$ cat config.mk
export PLATFORM = sky130hd
export DESIGN_NAME = controlador_de_musica_flat
export DESIGN_NICKNAME = d
export VERILOG_FILES = /design/src/rtl/controlador_pkg.sv /design/src/rtl/controlador_de_musica_if.sv /design/src/rtl/controlador_de_musica_debouncer_botao.sv /design/src/rtl/controlador_de_musica.sv /design/src/flat_wrapper.sv
export SDC_FILE = /design/constraint.sdc
export NUM_CORES = 1
export LEC_CHECK = 0
export CORE_MARGIN = 3
export CORE_UTILIZATION = 50
export DETAILED_ROUTE_END_ITERATION = 16
export GPL_TIMING_DRIVEN = 0
export PLACE_DENSITY = 0.7
export SLEW_MARGIN = 20
export SYNTH_ARGS = -nofsm -noshare
export SYNTH_HDL_FRONTEND = slang
export SYNTH_SLANG_ARGS = --single-unit
$ cat constraint.sdc
create_clock -name clock_in -period 2.1 [get_ports clock_in]
set_input_delay 0.21 -clock clock_in [delete_from_list [all_inputs] [get_ports clock_in]]
set_output_delay 0.21 -clock clock_in [all_outputs]
set_load 0.1 [all_outputs]
$ cat src/rtl/controlador_pkg.sv
// Shared types, defaults and helpers for the music controller.
package controlador_pkg;

  typedef enum logic [1:0] {
    PARADO      = 2'd0,
    TOCANDO     = 2'd1,
    PAUSA_TROCA = 2'd2
  } estado_t;

  localparam int DEBOUNCE_CICLOS_PAD = 1000000;
  localparam int GAP_CICLOS_PAD      = 5000000;
  localparam int NUM_MUSICAS         = 4;
  localparam int NUM_BOTOES          = 2;
  localparam int BTN_PLAY            = 0;
  localparam int BTN_PROX            = 1;

  // Counter width that never collapses to zero bits for tiny parameters.
  function automatic int largura(input int n);
    return (n > 1) ? $clog2(n) : 1;
  endfunction

  function automatic logic [NUM_MUSICAS-1:0] onehot(input logic [1:0] idx);
    logic [NUM_MUSICAS-1:0] r;
    r      = '0;
    r[idx] = 1'b1;
    return r;
  endfunction

endpackage

$ cat src/rtl/controlador_de_musica_if.sv
// Button/song-block side of the music controller.
interface controlador_de_musica_if;
  import controlador_pkg::*;

  logic                   botao_prox;
  logic                   botao_play;
  logic [NUM_MUSICAS-1:0] fim_msc;
  logic [1:0]             selecao;
  logic [NUM_MUSICAS-1:0] habilita_msc;
  logic                   reinicia_msc;
  logic                   tocando;
  logic                   mudo;

  modport master (
    output botao_prox, botao_play, fim_msc,
    input  selecao, habilita_msc, reinicia_msc, tocando, mudo
  );

  modport slave (
    input  botao_prox, botao_play, fim_msc,
    output selecao, habilita_msc, reinicia_msc, tocando, mudo
  );

endinterface

$ cat src/rtl/controlador_de_musica_debouncer_botao.sv
// Active-low pushbutton: 2-FF sync, debounce, one pulse per accepted press.
module debouncer_botao
  import controlador_pkg::*;
#(
  parameter int DEBOUNCE_CICLOS = DEBOUNCE_CICLOS_PAD
) (
  input  logic clock_in,
  input  logic reset_n,
  input  logic botao_n,
  output logic evento
);

  localparam int CW = largura(DEBOUNCE_CICLOS);

  logic [1:0]    sinc_q, sinc_d;
  logic [1:0]    vld_pipe_q, vld_pipe_d;
  logic          nivel_q, nivel_d;
  logic [CW-1:0] cnt_q, cnt_d;
  logic          armado_q, armado_d;
  logic          evento_q, evento_d;

  always_comb begin
    sinc_d     = {sinc_q[0], botao_n};
    vld_pipe_d = {vld_pipe_q[0], 1'b1};
    nivel_d    = nivel_q;
    cnt_d      = '0;
    if (sinc_q[1] != nivel_q) begin
      if (cnt_q == CW'(DEBOUNCE_CICLOS - 1)) nivel_d = sinc_q[1];
      else                                   cnt_d   = cnt_q + 1'b1;
    end
    // Only a release seen after reset arms the button, so a press held
    // through reset stays silent until it is let go and pressed again.
    armado_d = armado_q | (vld_pipe_q[1] & sinc_q[1]);
    evento_d = armado_q & nivel_q & ~nivel_d;
  end

  always_ff @(posedge clock_in or negedge reset_n) begin
    if (!reset_n) begin
      sinc_q     <= 2'b11;
      vld_pipe_q <= '0;
      nivel_q    <= 1'b1;
      cnt_q      <= '0;
      armado_q   <= 1'b0;
      evento_q   <= 1'b0;
    end else begin
      sinc_q     <= sinc_d;
      vld_pipe_q <= vld_pipe_d;
      nivel_q    <= nivel_d;
      cnt_q      <= cnt_d;
      armado_q   <= armado_d;
      evento_q   <= evento_d;
    end
  end

  assign evento = evento_q;

endmodule

$ cat src/rtl/controlador_de_musica.sv
// Play/stop and next-track sequencer for four song blocks with a silent gap
// between tracks.
module controlador_de_musica
  import controlador_pkg::*;
#(
  parameter int DEBOUNCE_CICLOS = DEBOUNCE_CICLOS_PAD,
  parameter int GAP_CICLOS      = GAP_CICLOS_PAD
) (
  input  logic                    clock_in,
  input  logic                    reset_n,
  controlador_de_musica_if.slave  bus
);

  localparam int GW = largura(GAP_CICLOS);

  logic [NUM_BOTOES-1:0]  botoes_n;
  logic [NUM_BOTOES-1:0]  eventos;
  estado_t                estado_q, estado_d;
  logic [1:0]             selecao_q, selecao_d;
  logic [NUM_MUSICAS-1:0] habilita_q, habilita_d;
  logic                   reinicia_q, reinicia_d;
  logic [GW-1:0]          gap_q, gap_d;
  logic                   ev_play, ev_prox, fim;

  assign botoes_n[BTN_PLAY] = bus.botao_play;
  assign botoes_n[BTN_PROX] = bus.botao_prox;

  debouncer_botao #(.DEBOUNCE_CICLOS(DEBOUNCE_CICLOS)) u_deb [NUM_BOTOES-1:0] (
    .clock_in (clock_in),
    .reset_n  (reset_n),
    .botao_n  (botoes_n),
    .evento   (eventos)
  );

  assign ev_play = eventos[BTN_PLAY];
  assign ev_prox = eventos[BTN_PROX];
  assign fim     = bus.fim_msc[selecao_q];

  // Priority everywhere: play, then next, then end-of-song.
  always_comb begin
    estado_d   = estado_q;
    selecao_d  = selecao_q;
    habilita_d = habilita_q;
    reinicia_d = 1'b0;
    gap_d      = gap_q;
    case (estado_q)
      PARADO: begin
        habilita_d = '0;
        if (ev_play) begin
          estado_d   = TOCANDO;
          habilita_d = onehot(selecao_q);
          reinicia_d = 1'b1;
        end else if (ev_prox) begin
          selecao_d = selecao_q + 2'd1;
        end
      end
      TOCANDO: begin
        if (ev_play) begin
          estado_d   = PARADO;
          habilita_d = '0;
        end else if (ev_prox || fim) begin
          estado_d   = PAUSA_TROCA;
          selecao_d  = selecao_q + 2'd1;
          habilita_d = '0;
          gap_d      = GW'(GAP_CICLOS - 1);
        end
      end
      PAUSA_TROCA: begin
        habilita_d = '0;
        if (ev_play) begin
          estado_d = PARADO;
          gap_d    = '0;
        end else if (ev_prox) begin
          selecao_d = selecao_q + 2'd1;
          gap_d     = GW'(GAP_CICLOS - 1);
        end else if (gap_q == '0) begin
          estado_d   = TOCANDO;
          habilita_d = onehot(selecao_q);
          reinicia_d = 1'b1;
        end else begin
          gap_d = gap_q - 1'b1;
        end
      end
      default: begin
        estado_d   = PARADO;
        habilita_d = '0;
        gap_d      = '0;
      end
    endcase
  end

  always_ff @(posedge clock_in or negedge reset_n) begin
    if (!reset_n) begin
      estado_q   <= PARADO;
      selecao_q  <= '0;
      habilita_q <= '0;
      reinicia_q <= 1'b0;
      gap_q      <= '0;
    end else begin
      estado_q   <= estado_d;
      selecao_q  <= selecao_d;
      habilita_q <= habilita_d;
      reinicia_q <= reinicia_d;
      gap_q      <= gap_d;
    end
  end

  assign bus.selecao      = selecao_q;
  assign bus.habilita_msc = habilita_q;
  assign bus.reinicia_msc = reinicia_q;
  assign bus.tocando      = (estado_q == TOCANDO);
  assign bus.mudo         = ~|habilita_q;

endmodule
$ cat src/flat_wrapper.sv
// flat-port wrapper written by rule: the top's interface ports become plain ports
module controlador_de_musica_flat import controlador_pkg::*;
#(
  parameter int DEBOUNCE_CICLOS = DEBOUNCE_CICLOS_PAD,
  parameter int GAP_CICLOS      = GAP_CICLOS_PAD
)
  (clock_in, reset_n, bus_botao_prox, bus_botao_play, bus_fim_msc, bus_selecao, bus_habilita_msc, bus_reinicia_msc, bus_tocando, bus_mudo);
  controlador_de_musica_if bus_i ();
  input  logic clock_in;
  input  logic reset_n;
  input wire logic [$bits(bus_i.botao_prox)-1:0] bus_botao_prox;
  input wire logic [$bits(bus_i.botao_play)-1:0] bus_botao_play;
  input wire logic [$bits(bus_i.fim_msc)-1:0] bus_fim_msc;
  output wire logic [$bits(bus_i.selecao)-1:0] bus_selecao;
  output wire logic [$bits(bus_i.habilita_msc)-1:0] bus_habilita_msc;
  output wire logic [$bits(bus_i.reinicia_msc)-1:0] bus_reinicia_msc;
  output wire logic [$bits(bus_i.tocando)-1:0] bus_tocando;
  output wire logic [$bits(bus_i.mudo)-1:0] bus_mudo;
  assign bus_i.botao_prox = bus_botao_prox;
  assign bus_i.botao_play = bus_botao_play;
  assign bus_i.fim_msc = bus_fim_msc;
  assign bus_selecao = bus_i.selecao;
  assign bus_habilita_msc = bus_i.habilita_msc;
  assign bus_reinicia_msc = bus_i.reinicia_msc;
  assign bus_tocando = bus_i.tocando;
  assign bus_mudo = bus_i.mudo;
  controlador_de_musica #(.DEBOUNCE_CICLOS(DEBOUNCE_CICLOS), .GAP_CICLOS(GAP_CICLOS)) u_core (.clock_in(clock_in), .reset_n(reset_n), .bus(bus_i));
endmodule
* Word-level counts from Yosys, hierarchy flattened
Cells that the tools add are included.
Operators by class: add/sub/neg operators 4, magnitude comparators 2, equal/unequal tests 15, multiplexer cells 42, bitwise gates (word level) 11, reduce and logical (&&, ||, !) cells 11
Operators by type and width (number):
- two-way mux 23 bit | 5
- two-way mux 20 bit | 4
- one-hot mux 23 bit (3 select lines) | 1
- adder 20 x 1 -> 20 bit (second input constant) | 2
- == test 20 bit (second input constant) | 2
- two-way mux 4 bit | 6
- logical NOT 23 bit | 1
- subtractor 23 x 1 -> 23 bit (second input constant) | 1
- two-way mux 2 bit | 10
- one-hot mux 4 bit (3 select lines) | 1
- two-way mux 1 bit | 10
- AND reduction 4 bit | 2
- bitwise AND 1 bit | 6
- inequality test 2 bit (second input constant) | 3
- one-hot mux 2 bit (3 select lines) | 1
- AND reduction 5 bit | 1
- inequality test 2 x 1 -> 1 bit (second input constant) | 2
- inequality test 4 bit (second input constant) | 1
- one-hot mux 2 bit (2 select lines) | 1
- OR reduction 4 bit | 1
- less-than comparator 2 x 3 -> 1 bit (second input constant) | 1
- inequality test 3 x 1 -> 1 bit (second input constant) | 1
- inequality test 3 x 2 -> 1 bit (second input constant) | 1
- inequality test 3 bit (second input constant) | 1
- other kinds (16) | 20
Word-level totals: flip-flop bits (word level) 86, input port bits 8, output and inout port bits 9, word-level logic and storage cells 102

* Depth between registers and ports, before layout
Gate-level depths: netlist of the first run.
depth after elaboration 8, depth in mapped cells 8, depth with buffers taken out 7

* Hierarchy
From an unflattened synthesis of the first run, not the netlist that was laid out.
Second synthesis, totals: cells, all modules 456, area total of the unflattened synthesis 4470.5 um2
By module, submodules not included:
- debouncer_botao | instances 2, cells each 120, area an instance 1238.7 um2, seq. area each 679.4 um2
- controlador_de_musica | instances 1, cells each 216, area an instance 1993.2 um2, seq. area each 800.8 um2

* Least setup slack after synthesis of the first run
No wires, ideal clock.
path type register to output, from register u_core.habilita_q[1], in the netlist u_core.bus.habilita_msc[1], to output port bus_mudo, arrival 3.783 ns, data required time 1.890 ns, slack -1.893 ns, stages on the path, launching flop included 2, buffers on the path 0, cell sequence dfrtp_1 > nor4_1
On the way: word-level cells in the longest chain between the ends 2
Ends and longest elaborated chain:
- from (decl) | RTL line controlador_de_musica.sv:20 | logic [NUM_MUSICAS-1:0] habilita_q, habilita_d;
- from (signal assigned) | RTL line controlador_de_musica.sv:102 | habilita_q <= habilita_d;
- OR reduction 4 bit | RTL line controlador_de_musica.sv:112 | assign bus.mudo = ~|habilita_q;
- logical NOT 1 bit | RTL line controlador_de_musica.sv:112
- to (decl) | RTL line flat_wrapper.sv:18 | output wire logic [$bits(bus_i.mudo)-1:0] bus_mudo;
Every way passes these cells.

* Final worst setup path of the first run
from register u_core.gap_q[4], to register u_core.estado_q[1]
On the way: word-level cells in the longest chain between the ends 3
Ends and longest elaborated chain:
- from (decl) | RTL line controlador_de_musica.sv:22 | logic [GW-1:0] gap_q, gap_d;
- from (signal assigned) | RTL line controlador_de_musica.sv:104 | gap_q <= gap_d;
- logical NOT 23 bit | RTL line controlador_de_musica.sv:76 | end else if (gap_q == '0) begin
- inequality test 3 x 2 -> 1 bit (no line)
- AND reduction 4 bit (no line)
- to (signal assigned) | RTL line controlador_de_musica.sv:100 | estado_q <= estado_d;
- to (decl) | RTL line controlador_de_musica.sv:18 | estado_t estado_q, estado_d;
Every way passes these cells. A chain may end at the register's enable or synchronous reset.

==> flow_summary.toml, run 1 <==
[status]
status = "finished with violations"
violations = "setup timing"

[layout]
nets = 518
antenna_cells = 0
drive_gt1_frac = 0.262
fillerInstances = 674
syn_to_final_growth_pct = 22.9

[power_and_ir_drop]
vdd_drop_max_mv = 0.413
leakage_uw = 0.00235
power_density_nw_per_um2 = 540
power.total_uw = 2920

[yosys]
syn-cell-area_sq_um = 4390
synth_edf_count = 0
yosys_warnings = 0
syn_inst = 446
syn_avg_cell_area_sq_um = 9.84
synth_ff_type = "dfrtp_1"
synthTopCellsByArea = "dfrtp_1 44%, nor2_1 5.0%, xor2_1 4.6%"
synth_top_area_share = 0.445
synth_nets = 465
ys_ff_latch = 84
async_flop_share = 1.00
ys_seq_area_frac = 0.480
yosysUniqueCellTypes = 58
yosys.area.top_type = "dfrtp_1"

[route]
vias_per_cell = 5.86
drt_iter0_drc = 167
ant_nets = 0
drcViolationCount = 0
vias = 3567
drt_wl_total_mm = 9.72
wl_per_cell_um = 16.0
dr.pass1.iters = 4

[critical_path]
worstSetupPathType = "reg2reg"
r2r_slack_ps = -170
critPathMaxStageDelay_ps = 530
r2r-start = "u_core.gap_q[4]"
critPathRequiredTime_ps = 2390
rr_endpoint = "u_core.estado_q[1]"
critical_path_buf_inv_count = 0
cp-start-kind = "register"
r2r_cells = 5
path_max_fanout = 5
crit_family = "simple AND/OR/NAND/NOR gates"
critPathCaptureType = "register"
arrival_ps = 2560
crit_slowest_cell = "or4_4"
startpoint = "u_core.gap_q[4]"
cp_cell_sequence = "nor4_4 > nand4_2 > or4_4 > or4b_4 > a41oi_2"

[clock_tree]
htreeDepth = 3
insertion_delay_ps = 360
cts_made_buffers = 9
clock-sinks = 84
cts_tree = "done"
clk_path_buf_depth = 2
cts.clk_slew.worst_paths_ps = 90
cts_root_buf = "clkbuf_8"

[die]
die_area_sq_um = 9940
fp.coreArea_sq_um = 8380
rows = 33
die_y_um = 99.7
start_util = 0.524
die_x_um = 99.7
pin_count = 17

[placed_design]
place_congestion = 0.927
place_ws_ps = -285
numPortBuffers = 16
dp_hpwl_mm = 6.20

[min_path]
min_path_cells = 1
holdPathEnd = "u_core.u_deb[1].sinc_q[0]"
hold_path.class = "in2reg"
hold_start = "bus_botao_prox"

[global_route]
grt_pass1_wl_mm = 16.3
grtUsageMet1 = 0.273
grt_pass1_vias = 3418
grt_max_degree = 60
grt_most_used_layer = "met2"
grtUsageMet3 = 0.0470
antenna_found_initial = 0
overflow = 0
met2_usage = 0.316
grt_use_total = 0.202

[sta]
max_freq_ghz = 0.440
period_share = 1.08
relSlewSlack = 0.359
tightest_slew_ps = 958
skew_ps = 11.6
finalMaxSlewViolations = 0
worst_slack_ps = -174
setup_viol_count_final = 13
rsz0062_at_grt = "true"
final.min_clock_period_ps = 2270
hold_viol_final = 0

[job]
max_cap_viol_count = 0
-- synth_stat cells (9+ instances only) --
library cell and count:
nor3_1 17, o31ai_1 14, nand3_1 21, a21oi_1 20
nor2_1 58, clkbuf_1 11, nor4_1 9, xor2_1 23
dfrtp_1 78, xnor2_1 17, inv_1 15, nand4_1 10
nand2_1 28, ha_1 11, o21ai_0 21
-- worst max path at each step --
stage	endpoint	cells after the start	slack, ps
CTS	u_core.estado_q[1]	7	-100
floorplan	u_core.estado_q[1]	7	-80
global route	u_core.estado_q[1]	5	-210
finish	u_core.estado_q[1]	5	-170
detailed placement	u_core.bus.habilita_msc[3]	8	-290
global placement	u_core.bus.selecao[1]	1	-2710
-- metal layers --
metal  up-vias  wire length (um)
li1       1718                 -
met1      1739              4460
met2        95              4660
met3        15               463
met4         0               138
met5         -                 0
-- worst reg2reg max path, stage by stage (launching register included) --
cell     delay, ps
dfrtp_2        470
nor4_4         390
nand4_2        180
or4_4          530
or4b_4         500
a41oi_2        130
-- kinds of logic after synthesis --
logic type      share of synthesized area
xor+xnor                           0.0798
mux                                0.0151
buf+inv                            0.0259
fa+ha+maj                          0.0313
other cells                      0.000854
simple gates                        0.226
compound gates                      0.140
flops                               0.480
-- sequential cells by signal, indices dropped and copies added (netlist names) --
name and flops:
u_core.u_deb.cnt_q 40, u_core.gap_q 23, u_core.bus.habilita_msc 4, u_core.u_deb.sinc_q 4
u_core.bus.selecao 2, u_core.estado_q 2, u_core.u_deb.armado_q 2, u_core.u_deb.evento 2
u_core.u_deb.nivel_q 2, u_core.u_deb.vld_pipe_q 2, u_core.bus.reinicia_msc 1
-- through the flow --
stage                     hold WS (ps)  utilization  instances  instance area [sq um]  TNS, ps
final                              246        0.644        609                   5400     -508
after global placement             333        0.568        567                   4760  -184420
after CTS                          234        0.617        596                   5170     -103
after detailed placement           154        0.571        568                   4790   -10030
after floorplan                  -85.6            -        446                   4470     -137
after global routing               226        0.644        609                   5400    -2070
-- layout by cell type (no fill, tap or decap), drive strengths merged, types with 2 or more instances in the layout --
cell type and count:
dfrtp 78, nor2 58, buf 31, nand2 29
xor2 23, o21ai 21, nand3 21, a21oi 20
clkbuf 18, xnor2 17, nor3 17, inv 17
o31ai 14, nor4 12, nand4 11, ha 11
and3 8, a31oi 8, clkdlybuf4s50 7, or4 7
a31o 6, dlygate4sd2 6, dfstp 6, o2bb2ai 6
mux2 5, nand3b 3, a21o 3, nor2b 3
or2 3, and4 2, clkinvlp 2, clkdlybuf4s15 2
or4b 2, a41oi 2, o41ai 2
-- where the power goes --
part | leakage [uW] | total [uW] | switching [uW] | internal, uW
Combinational | 0.00114 | 91.4 | 57.5 | 33.9
Sequential | 0.00112 | 1650 | 13.6 | 1630
Clock | 0.0000935 | 1180 | 617 | 560
-- final cells by class --
cell class / count / area [sq um] / share of cell area
Multi-Input combinational cell: 334 / 2420 / 0.448
Sequential cell: 84 / 2130 / 0.394
Timing Repair Buffer: 44 / 390 / 0.0723
Tap cell: 105 / 131 / 0.0243
Clock buffer: 10 / 128 / 0.0236
Buffer: 11 / 75.1 / 0.0139
Clock inverter: 6 / 71.3 / 0.0132
Inverter: 15 / 56.3 / 0.0104
-- timing repair --
item,4_1_cts,5_1_grt
gates cloned,0,1
endpoints found under the hold margin,25,0
buffers inserted,12,13
endpoints found under the setup margin,68,57
pin swaps,4,11
gates resized for setup,41,34
hold buffers,1,0
Power figures use the tool's default switching activity.
==> inputs of run 2 (changes only) <==
Settings changed: CTS_CLUSTER_SIZE set to 25.
==> results of run 2 <==
Same layout as run 1: the final DEF is identical, and so are final timing and power.
==> inputs of run 3 (changes only) <==
Settings changed: SYNTH_HIERARCHICAL set to 1.
==> run 3 against run 2 <==
The run still ends with setup timing left. Critical path type unchanged. Global-route usage grew 0.83 points. Worst hold slack better by 10 ps. Largest cell class unchanged. Flip-flop and latch count increased by 2. Fmax rose by 6.8%. Highest routed layer unchanged. Sequential power rose by 2%. Via count is 5.1% higher. Die area is 1.7% higher. Worst setup slack better by 140 ps.
==> flow_summary.toml, run 3 <==
[clock_tree]
cts_made_buffers = 9
cts.clk_slew.worst_paths_ps = 90
htreeDepth = 3
cts_tree = "done"
clock-sinks = 86
clk_path_buf_depth = 2
cts_root_buf = "clkbuf_8"
insertion_delay_ps = 360

[route]
dr.pass1.iters = 5
ant_nets = 0
wl_per_cell_um = 16.2
drt_wl_total_mm = 10.2
drt_iter0_drc = 172
vias = 3749
drcViolationCount = 0
vias_per_cell = 5.96

[global_route]
grt_use_total = 0.210
grt_pass1_wl_mm = 17.2
grt_max_degree = 56
overflow = 0
antenna_found_initial = 0
grt_pass1_vias = 3624

[sta]
hold_viol_final = 0
period_share = 1.01
skew_ps = 11.4
finalMaxSlewViolations = 0
tightest_slew_ps = 962
relSlewSlack = 0.357
final.min_clock_period_ps = 2130
rsz0062_at_grt = "true"
worst_slack_ps = -29.4
setup_viol_count_final = 6
tns_ps = -57.7
max_freq_ghz = 0.470

[die]
die_area_sq_um = 10100
die_y_um = 101
pin_count = 17
rows = 33
die_x_um = 101
fp.coreArea_sq_um = 8460
start_util = 0.528

[power_and_ir_drop]
vdd_drop_max_mv = 0.518
leakage_uw = 0.00243
power_density_nw_per_um2 = 551

[critical_path]
cpMostUsedCell = "or4_4"
critPathCaptureType = "register"
crit_slowest_cell = "or4_4"
worstSetupPathType = "reg2reg"
cp-start-kind = "register"
path_max_fanout = 4
cp_cell_sequence = "or4_4 > or3_4 > or4_4 > a21oi_2 > o22a_1"
arrival_ps = 2430
critPathMaxStageDelay_ps = 570
critPathRequiredTime_ps = 2400

[yosys]
yosys.area.top_type = "dfrtp_1"
yosys_warnings = 6
ys_top_cells_by_count = "80 x dfrtp_1, 55 x nor2_1, 28 x xnor2_1"
ys_ff_latch = 86
syn-cell-area_sq_um = 4470
synthTopCellsByArea = "dfrtp_1 45%, xnor2_1 5.5%, nor2_1 4.6%"
synth_top_area_share = 0.448
syn_avg_cell_area_sq_um = 9.80
synth_nets = 475
async_flop_share = 1.00
synth_ff_type = "dfrtp_1"
ys_seq_area_frac = 0.483
yosysMostFrequentCell = "dfrtp_1"
synth_edf_count = 0
syn_inst = 456
yosysUniqueCellTypes = 52

[layout]
syn_to_final_growth_pct = 23.3
drive_gt1_frac = 0.239
largest-register = "u_core/u_deb/cnt_q"
largest_reg_flops = 40
nets = 538
layout_common_cells = "72 x dfrtp_1, 55 x nor2_1, 34 x buf_4"
top_regs = "u_core/u_deb/cnt_q: 40 flops, u_core/gap_q: 23 flops"
final_common_cell = "dfrtp_1"
fillerInstances = 670
antenna_cells = 0

[status]
status = "finished with violations"
violations = "setup timing"

[min_path]
hold_path.class = "in2reg"

[job]
max_cap_viol_count = 0

[placed_design]
dp_hpwl_mm = 6.38
place_congestion = 0.857
place_ws_ps = -500
numPortBuffers = 16
==> run 3: cell count changes after synthesis, sizes merged, moves of 7 or more <==
cell	previous run	this run
xor2	23	6
xnor2	17	28
o31ai	14	5
inv	15	26
nor4	12	19
or3	1	8
o22a	1	10
==> run 3: final cells by class <==
| class | instances | area, sq um | share of cell area |
|---|---|---|---|
| clock inverters | 6 | 76.3 | 0.0139 |
| plain buffers | 14 | 114 | 0.0207 |
| repair buffers | 52 | 457 | 0.0829 |
| clock buffers | 10 | 138 | 0.0250 |
| well taps | 105 | 131 | 0.0238 |
| multi-input cells | 330 | 2320 | 0.422 |
| inverters | 26 | 97.6 | 0.0177 |
| flip-flops and latches | 86 | 2170 | 0.394 |
==> run 3: cells by family (layout without fill, tap and decap cells) <==
group / Yosys count / in the layout / synth area share
simple gates: 182 / 182 / 0.221
xor+xnor: 34 / 34 / 0.0666
mux: 4 / 4 / 0.0126
buf+inv: 40 / 108 / 0.0369
flops: 86 / 86 / 0.483
other cells: 2 / 2 / 0.00168
compound gates: 97 / 97 / 0.147
fa+ha+maj: 11 / 11 / 0.0308
==> run 3: stage by stage <==
| stage | instances | total power, uW | hold slack, ps | area, sq um | util |
|---|---|---|---|---|---|
| 6_report | 629 | 3040 | 256 | 5510 | 0.651 |
| 5_1_grt | 629 | 3170 | 228 | 5510 | 0.651 |
| 4_1_cts | 619 | 3080 | 242 | 5360 | 0.633 |
| 3_5_place_dp | 578 | 1830 | 318 | 4850 | 0.573 |
| 3_3_place_gp | 577 | 1820 | 331 | 4830 | 0.571 |
| 2_1_floorplan | 456 | 1760 | -85.6 | 4540 | - |
==> run 3: metal layers <==
layer | up-vias | wire, um | track usage
met5 | - | 0 | 0
met4 | 0 | 169 | 0.0591
met3 | 20 | 539 | 0.0533
met2 | 112 | 5040 | 0.339
met1 | 1839 | 4420 | 0.282
li1 | 1778 | - | -
==> run 3: what timing repair did <==
action | 4_1_cts | 5_1_grt
hold buffers | 1 | 0
endpoints found under the hold margin | 52 | 0
setup buffers | 23 | 9
resized for setup | 37 | 22
pin swaps | 6 | 7
endpoints found under the setup margin | 37 | 62
cloned | 1 | 1
==> run 3: final timing paths <==
kind | cells after the start | slack (ps) | to | start
min in group asynchronous | 2 | 450 | u_core/gap_q[4] | reset_n
worst max-delay path | 5 | -30 | u_core/gap_q[19] | u_core/gap_q[0]
worst min register to register | 0 | 350 | u_core/u_deb[1]/vld_pipe_q[1] | u_core/u_deb[1]/vld_pipe_q[0]
worst min-delay path | 1 | 260 | u_core/u_deb[1]/sinc_q[0] | bus_botao_prox
worst max register to register | 5 | -30 | u_core/gap_q[19] | u_core/gap_q[0]
max in group asynchronous | 3 | 960 | u_core/u_deb[1]/nivel_q | reset_n
==> run 3: report_power, final <==
part | switching, uW | leakage, uW | internal [uW]
Combinational | 68.9 | 0.00118 | 38.1
Clock | 633 | 0.000110 | 606
Sequential | 13.3 | 0.00114 | 1680
Total | 716 | 0.00243 | 2320
==> run 3: worst max-delay path, delay by kind of cell, from the launching register on <==
family	cells	cell delay (ps)
and+or+nand+nor	3	1390
DFF	1	440
AOI/OAI and AO/OA	2	250
